`config.mk`:
```
export PLATFORM = sky130hd
export DESIGN_NAME = i2c_txn_sequencer
export DESIGN_NICKNAME = d
export VERILOG_FILES = /design/src/rtl/i2c_txn_sequencer.sv
export SDC_FILE = /design/constraint.sdc
export NUM_CORES = 1
export LEC_CHECK = 0
export ABC_AREA = 1
export CAP_MARGIN = 0
export CORE_ASPECT_RATIO = 1.1
export CORE_UTILIZATION = 55
export CTS_CLUSTER_DIAMETER = 50
export DETAILED_ROUTE_END_ITERATION = 8
export PLACE_DENSITY = 0.86
export SYNTH_ARGS = -nofsm -noshare
export SYNTH_HDL_FRONTEND = slang
export SYNTH_SLANG_ARGS = --single-unit
```
`constraint.sdc`:
```
create_clock -name clk -period 6.17 [get_ports clk]
set_input_delay 0.617 -clock clk [delete_from_list [all_inputs] [get_ports clk]]
set_output_delay 0.617 -clock clk [all_outputs]
set_load 0.02 [all_outputs]
```
`src/rtl/i2c_txn_sequencer.sv`:
```
// Expands one high-level I2C request into i2c_master command and write-data beats,
// and frames returned read bytes into a counted stream with tlast and a completion status.
module i2c_txn_sequencer #(
    parameter int LEN_WIDTH = 8
) (
    input  logic                 clk,
    input  logic                 rst,
    input  logic [6:0]           req_address,
    input  logic                 req_read,
    input  logic [LEN_WIDTH-1:0] req_len,
    input  logic                 req_stop,
    input  logic                 req_valid,
    output logic                 req_ready,
    input  logic [7:0]           s_axis_data_tdata,
    input  logic                 s_axis_data_tvalid,
    output logic                 s_axis_data_tready,
    input  logic                 s_axis_data_tlast,
    output logic [6:0]           m_axis_cmd_address,
    output logic                 m_axis_cmd_start,
    output logic                 m_axis_cmd_read,
    output logic                 m_axis_cmd_write,
    output logic                 m_axis_cmd_write_multiple,
    output logic                 m_axis_cmd_stop,
    output logic                 m_axis_cmd_valid,
    input  logic                 m_axis_cmd_ready,
    output logic [7:0]           m_axis_data_tdata,
    output logic                 m_axis_data_tvalid,
    input  logic                 m_axis_data_tready,
    output logic                 m_axis_data_tlast,
    input  logic [7:0]           rx_tdata,
    input  logic                 rx_tvalid,
    output logic                 rx_tready,
    output logic [7:0]           out_tdata,
    output logic                 out_tvalid,
    input  logic                 out_tready,
    output logic                 out_tlast,
    input  logic                 missed_ack,
    output logic                 busy,
    output logic                 done,
    output logic [1:0]           status
);

    typedef enum logic [2:0] {IDLE, CMD_W, DATA_W, CMD_R, WAIT_R, DRAIN, DONE} state_t;

    localparam logic [1:0] ST_OK          = 2'd0;
    localparam logic [1:0] ST_NACK        = 2'd1;
    localparam logic [1:0] ST_LEN_ZERO    = 2'd2;
    localparam logic [1:0] ST_TLAST_EARLY = 2'd3;
    localparam logic [LEN_WIDTH-1:0] ONE  = LEN_WIDTH'(1);

    state_t               state;
    logic [LEN_WIDTH-1:0] len_q;
    logic                 stop_q;
    logic                 nack_q;
    logic [LEN_WIDTH-1:0] cmd_cnt;
    logic [LEN_WIDTH-1:0] data_cnt;
    logic [LEN_WIDTH-1:0] rx_cnt;

    logic [LEN_WIDTH-1:0] last_idx;
    logic [LEN_WIDTH-1:0] cmd_next;
    logic                 cmd_hs;
    logic                 wr_hs;
    logic                 drain_hs;
    logic                 rx_hs;
    logic                 out_hs;
    logic                 nack_now;
    logic                 nack_eff;
    logic                 rx_active;

    assign last_idx  = len_q - ONE;
    assign cmd_next  = cmd_cnt + ONE;
    assign cmd_hs    = m_axis_cmd_valid && m_axis_cmd_ready;
    assign wr_hs     = (state == DATA_W) && s_axis_data_tvalid && m_axis_data_tready;
    assign drain_hs  = (state == DRAIN) && s_axis_data_tvalid;
    assign rx_active = (state == CMD_R) || (state == WAIT_R);
    assign rx_tready = rx_active && (!out_tvalid || out_tready);
    assign rx_hs     = rx_tvalid && rx_tready;
    assign out_hs    = out_tvalid && out_tready;
    assign nack_now  = busy && missed_ack;
    assign nack_eff  = nack_q || nack_now;

    assign m_axis_cmd_start = 1'b0;
    assign m_axis_cmd_write = 1'b0;

    // Write payload is a zero-latency pass-through; DRAIN swallows bytes after a NACK.
    assign m_axis_data_tvalid = (state == DATA_W) && s_axis_data_tvalid;
    assign m_axis_data_tdata  = (state == DATA_W) ? s_axis_data_tdata : 8'h00;
    assign m_axis_data_tlast  = (state == DATA_W) && ((data_cnt == last_idx) || s_axis_data_tlast);
    assign s_axis_data_tready = ((state == DATA_W) && m_axis_data_tready) || (state == DRAIN);

    always_ff @(posedge clk) begin
        if (rst) begin
            state                     <= IDLE;
            req_ready                 <= 1'b0;
            busy                      <= 1'b0;
            done                      <= 1'b0;
            status                    <= ST_OK;
            len_q                     <= '0;
            stop_q                    <= 1'b0;
            nack_q                    <= 1'b0;
            cmd_cnt                   <= '0;
            data_cnt                  <= '0;
            rx_cnt                    <= '0;
            m_axis_cmd_address        <= 7'h00;
            m_axis_cmd_read           <= 1'b0;
            m_axis_cmd_write_multiple <= 1'b0;
            m_axis_cmd_stop           <= 1'b0;
            m_axis_cmd_valid          <= 1'b0;
            out_tdata                 <= 8'h00;
            out_tvalid                <= 1'b0;
            out_tlast                 <= 1'b0;
        end else begin
            done      <= 1'b0;
            req_ready <= 1'b0;
            if (nack_now) begin
                nack_q <= 1'b1;
            end

            if (rx_hs) begin
                out_tdata  <= rx_tdata;
                out_tvalid <= 1'b1;
                out_tlast  <= (rx_cnt == last_idx);
                if (rx_cnt != len_q) begin
                    rx_cnt <= rx_cnt + ONE;
                end
            end else if (out_hs) begin
                out_tvalid <= 1'b0;
                out_tlast  <= 1'b0;
            end

            case (state)
                IDLE: begin
                    req_ready <= 1'b1;
                    if (req_valid && req_ready) begin
                        req_ready                 <= 1'b0;
                        len_q                     <= req_len;
                        stop_q                    <= req_stop;
                        nack_q                    <= 1'b0;
                        cmd_cnt                   <= '0;
                        data_cnt                  <= '0;
                        rx_cnt                    <= '0;
                        status                    <= ST_OK;
                        m_axis_cmd_address        <= req_address;
                        if (req_len == '0) begin
                            status <= ST_LEN_ZERO;
                            state  <= DONE;
                            done   <= 1'b1;
                        end else begin
                            busy                      <= 1'b1;
                            m_axis_cmd_valid          <= 1'b1;
                            m_axis_cmd_read           <= req_read;
                            m_axis_cmd_write_multiple <= !req_read;
                            m_axis_cmd_stop           <= req_read ? (req_stop && (req_len == ONE)) : req_stop;
                            state                     <= req_read ? CMD_R : CMD_W;
                        end
                    end
                end
                CMD_W: begin
                    if (cmd_hs) begin
                        m_axis_cmd_valid <= 1'b0;
                        state            <= nack_eff ? DRAIN : DATA_W;
                    end
                end
                DATA_W: begin
                    // A byte already offered upstream is allowed to finish before draining.
                    if (wr_hs) begin
                        data_cnt <= data_cnt + ONE;
                        if (data_cnt == last_idx) begin
                            state <= DONE;
                            done  <= 1'b1;
                            busy  <= 1'b0;
                        end else if (s_axis_data_tlast) begin
                            if (status == ST_OK) begin
                                status <= ST_TLAST_EARLY;
                            end
                            state <= DONE;
                            done  <= 1'b1;
                            busy  <= 1'b0;
                        end else if (nack_eff) begin
                            state <= DRAIN;
                        end
                    end else if (nack_eff && !s_axis_data_tvalid) begin
                        state <= DRAIN;
                    end
                end
                DRAIN: begin
                    if (drain_hs) begin
                        data_cnt <= data_cnt + ONE;
                        if ((data_cnt == last_idx) || s_axis_data_tlast) begin
                            state <= DONE;
                            done  <= 1'b1;
                            busy  <= 1'b0;
                        end
                    end
                end
                CMD_R: begin
                    if (cmd_hs) begin
                        cmd_cnt <= cmd_next;
                        if ((cmd_cnt == last_idx) || nack_eff) begin
                            m_axis_cmd_valid <= 1'b0;
                            state            <= WAIT_R;
                        end else begin
                            m_axis_cmd_stop <= stop_q && (cmd_next == last_idx);
                        end
                    end
                end
                WAIT_R: begin
                    // After a NACK, finish once the output buffer holds nothing more to deliver.
                    if (out_hs && out_tlast) begin
                        state <= DONE;
                        done  <= 1'b1;
                        busy  <= 1'b0;
                    end else if (nack_eff && (!out_tvalid || out_hs) && !rx_hs) begin
                        state <= DONE;
                        done  <= 1'b1;
                        busy  <= 1'b0;
                    end
                end
                DONE: begin
                    state     <= IDLE;
                    req_ready <= 1'b1;
                end
                default: state <= IDLE;
            endcase

            if (nack_now && (status == ST_OK)) begin
                status <= ST_NACK;
            end
        end
    end

endmodule

```
==> impl_metrics.csv <==
group,metric,value,unit
run_status,status,"finished clean",
worst_setup_path,r2r_start,"state[0]",
hold_path,hold_class,"register to register",
placed_design,place_area,0.004637,sq mm
finish,final_cell_area,0.004860,sq mm
route,drc_errors,0,
clock_network,clockBufferDepth,2,
logic_synthesis,postSynth.asyncResetShare,0,
floorplan,die_area,0.007243,sq mm
timing,finalSetupTns,0,ns
logic_synthesis,synth-seq-cells,63,
power,p_sw,764.2,uW
floorplan,placementRows,31,
placed_design,hpwl,8.215,mm
worst_setup_path,startpoint_type,"register",
timing,slew_viol_final,0,
finish,utilization,0.7327,
logic_synthesis,avgSynthCellArea,6.505,sq um
route,post_drt_wl_per_cell,14.20,microns
timing,finClkSkew,0.008753,ns
logic_synthesis,ys_types,42,
floorplan,start_util,0.5727,
logic_synthesis,synth_edf_count,0,
logic_synthesis,synthFlopType,"dfxtp_1",
power,p_comb_frac,0.484,
floorplan,boundaryPins,83,
global_route,grt_use_total,0.3086,
worst_setup_path,r2r_slack,3.07,ns
logic_synthesis,syn_inst,584,
placed_design,portBuffers,80,
timing,final.min_clock_period,3.595,ns
worst_setup_path,crit_fanout,6,
logic_synthesis,ys_seq_area_frac,0.3320,
logic_synthesis,yosysTopAreaCellShare,0.3320,
global_route,grt_max_degree,31,
worst_setup_path,crit_type,"register to output pin",
clock_network,clkTransAtPathRegs,0.07,ns
finish,drive_gt1_frac,0.08996,
floorplan,core_area,0.006633,sq mm
logic_synthesis,netlist_area,0.003799,sq mm
logic_synthesis,synth_area_leader_cell,"dfxtp_1",
clock_network,post_cts.repair.setup_buffers,0,
worst_setup_path,end_kind,"output pin",
worst_setup_path,r2r_end,"rx_cnt[3]",
worst_setup_path,rr_worst_depth,8,
power,power,1785,uW
finish,nNetsFinal,709,
timing,fin_crit_sh,0.5826,
worst_setup_path,required,5.55,ns
worst_setup_path,endpoint,"m_axis_data_tlast",
floorplan,die_x,81.24,microns
logic_synthesis,yosys_warnings,0,
timing,rsz0062_at_grt,"false",
worst_setup_path,crit_arrival,2.98,ns
clock_network,cts_resized,0,
route,dr.first_iter.drc_count,282,
global_route,grt_pass1_wl,16.86,mm
floorplan,die_y,89.16,microns
finish,fin_cells,749,
logic_synthesis,synth_area_leaders,"dfxtp_1 (33%), nand2_1 (13%), nor2_1 (7.7%)",
power,powerDensity,367.2,mW/mm^2
route,vias_per_cell,5.395,
clock_network,h-tree-depth,3,
power,p_sw_frac,0.4282,
finish,antennaDiodeCount,0,
finish,synthToLayoutAreaGrowth,27.93,%
placed_design,placed_cells,733,
flow_run,cap_violations,0,
timing,setup_viol,0,
clock_network,root_buffer,"clkbuf_8",
timing,hold_violations,0,
route,ant_nets,0,
global_route,grt-ovfl-total,0,
route,drt-total-wl,10.64,mm
route,dr.pass1.iters,5,
power,irDropWorstVdd,0.3174,mV
clock_network,cts_tree,"yes",
power,p_leak,0.002032,uW
clock_network,cts_hold_buf,0,
worst_setup_path,cp-startpoint,"len_q[0]",
timing,max_freq,278.2,MHz
global_route,grt_pass1_vias,3776,
timing,worst_pin_slew,0.7758,ns
clock_network,cts_buffers,9,
power,pwr-share-clk,0.224,
power,seqPwrFrac,0.292,
clock_network,insertion_delay,0.35,ns
timing,slew_headroom,0.4822,
clock_network,cts_sinks,63,
finish,nFillCells,548,
placed_design,globalplace.congestion,0.9365,
global_route,antenna_found_initial,0,
route,num_vias,4041,
power,power.internal,1020,uW
## sequential cells by signal (all words and copies together) (netlist names)
name                       flops
out_tvalid                     1
rx_cnt                         8
cmd_cnt                        8
data_cnt                       8
nack_q                         1
status                         2
done                           1
m_axis_cmd_valid               1
m_axis_cmd_address             7
busy                           1
req_ready                      1
len_q                          8
stop_q                         1
m_axis_cmd_write_multiple      1
m_axis_cmd_stop                1
m_axis_cmd_read                1
out_tdata                      8
state                          3
out_tlast                      1
## layer usage
| layer | vias to the layer above | track usage | part of all wire |
|---|---|---|---|
| met4 | 0 | 0.1672 | 0.039 |
| met2 | 167 | 0.5309 | 0.48 |
| met1 | 1806 | 0.3564 | 0.41 |
| met3 | 36 | 0.06633 | 0.068 |
| met5 | - | 0 | 0 |
| li1 | 2032 | - | - |
## critical path, cell delays in order, from the launching register on
cell             delay, ns
dfxtp_1               0.50
inv_2                 0.12
ha_1                  0.45
xor2_1                0.17
o21ai_0               0.12
nor3_2                0.29
nand3_2               0.18
a21oi_1               0.17
clkdlybuf4s50_1       0.63
## synthesized netlist by cell type (5+ instances only)
cell type and instances:
a21oi_1 46, clkbuf_1 8, inv_2 7, xor2_1 14, nand2_1 134, nand2_2 11, nor2_4 5, nor2_1 78
nand3_1 30, xnor2_1 8, inv_1 68, o21ai_0 39, dfxtp_1 63, nor2_2 8, nor3_1 9, or2_2 5
nand4_1 11
## per-stage QoR
stage	hold slack (ns)	worst slack [ns]
after floorplan	0.4308	3.718
after global placement	0.4484	2.706
after detailed placement	0.4571	2.582
after CTS	0.4658	2.590
after global routing	0.4880	2.434
final	0.4654	2.575
## layout by cell type, fill, tap and decap left out, types with 2 or more instances in the layout
cell type,count
a211oi_1,2
nand4_1,11
nand2_2,11
ha_1,4
clkbuf_8,10
or2_2,5
inv_2,7
xor2_1,14
o21ai_0,39
nand2_1,134
nor2_4,5
dfxtp_1,63
xnor2_1,8
o211ai_1,2
conb_1,2
inv_1,68
nand3b_1,2
nor2_1,78
nor4_1,4
clkdlybuf4s50_1,80
nor3_1,9
clkinv_1,2
nand3_1,30
nor2_2,8
bufinv_16,2
nand3_2,4
a21oi_1,46
## final cells by class
type	count	area, sq um	area share
Clock inverter	5	81.33	0.01674
Inverter	77	289.0	0.05947
Clock buffer	11	141.4	0.02909
Sequential cell	63	1261	0.2595
Multi-Input combinational cell	431	2183	0.4493
Tap cell	82	102.6	0.02111
Timing Repair Buffer	80	800.8	0.1648
## how the worst min path moves through the flow
stage,start,to,slack (ns),cells past startpoint
after floorplan,stop_q,stop_q,0.43,2
after global placement,stop_q,stop_q,0.45,2
after detailed placement,stop_q,stop_q,0.46,2
after CTS,out_tdata[4],out_tdata[4],0.47,2
after global routing,out_tdata[5],out_tdata[5],0.49,2
final,out_tdata[4],out_tdata[4],0.47,2
## power groups by stage
stage	Combinational, uW	Clock, uW	Sequential (uW)
6_report	864	401	520
2_1_floorplan	564	0	554
5_1_grt	950	423	527
3_3_place_gp	829	0	526
3_5_place_dp	846	0	527
4_1_cts	855	404	520
## cell families after synthesis
| group | after synthesis | share of synthesized area |
|---|---|---|
| and+or+nand+nor | 305 | 0.3659 |
| xor gates and xnor gates | 22 | 0.05073 |
| AOI/OAI and AO/OA | 98 | 0.1430 |
| other | 1 | 0.0009872 |
| DFF | 63 | 0.3320 |
| buffers and inverters | 91 | 0.09420 |
| adders and majority gates | 4 | 0.01318 |
Power figures use the tool's default switching activity.
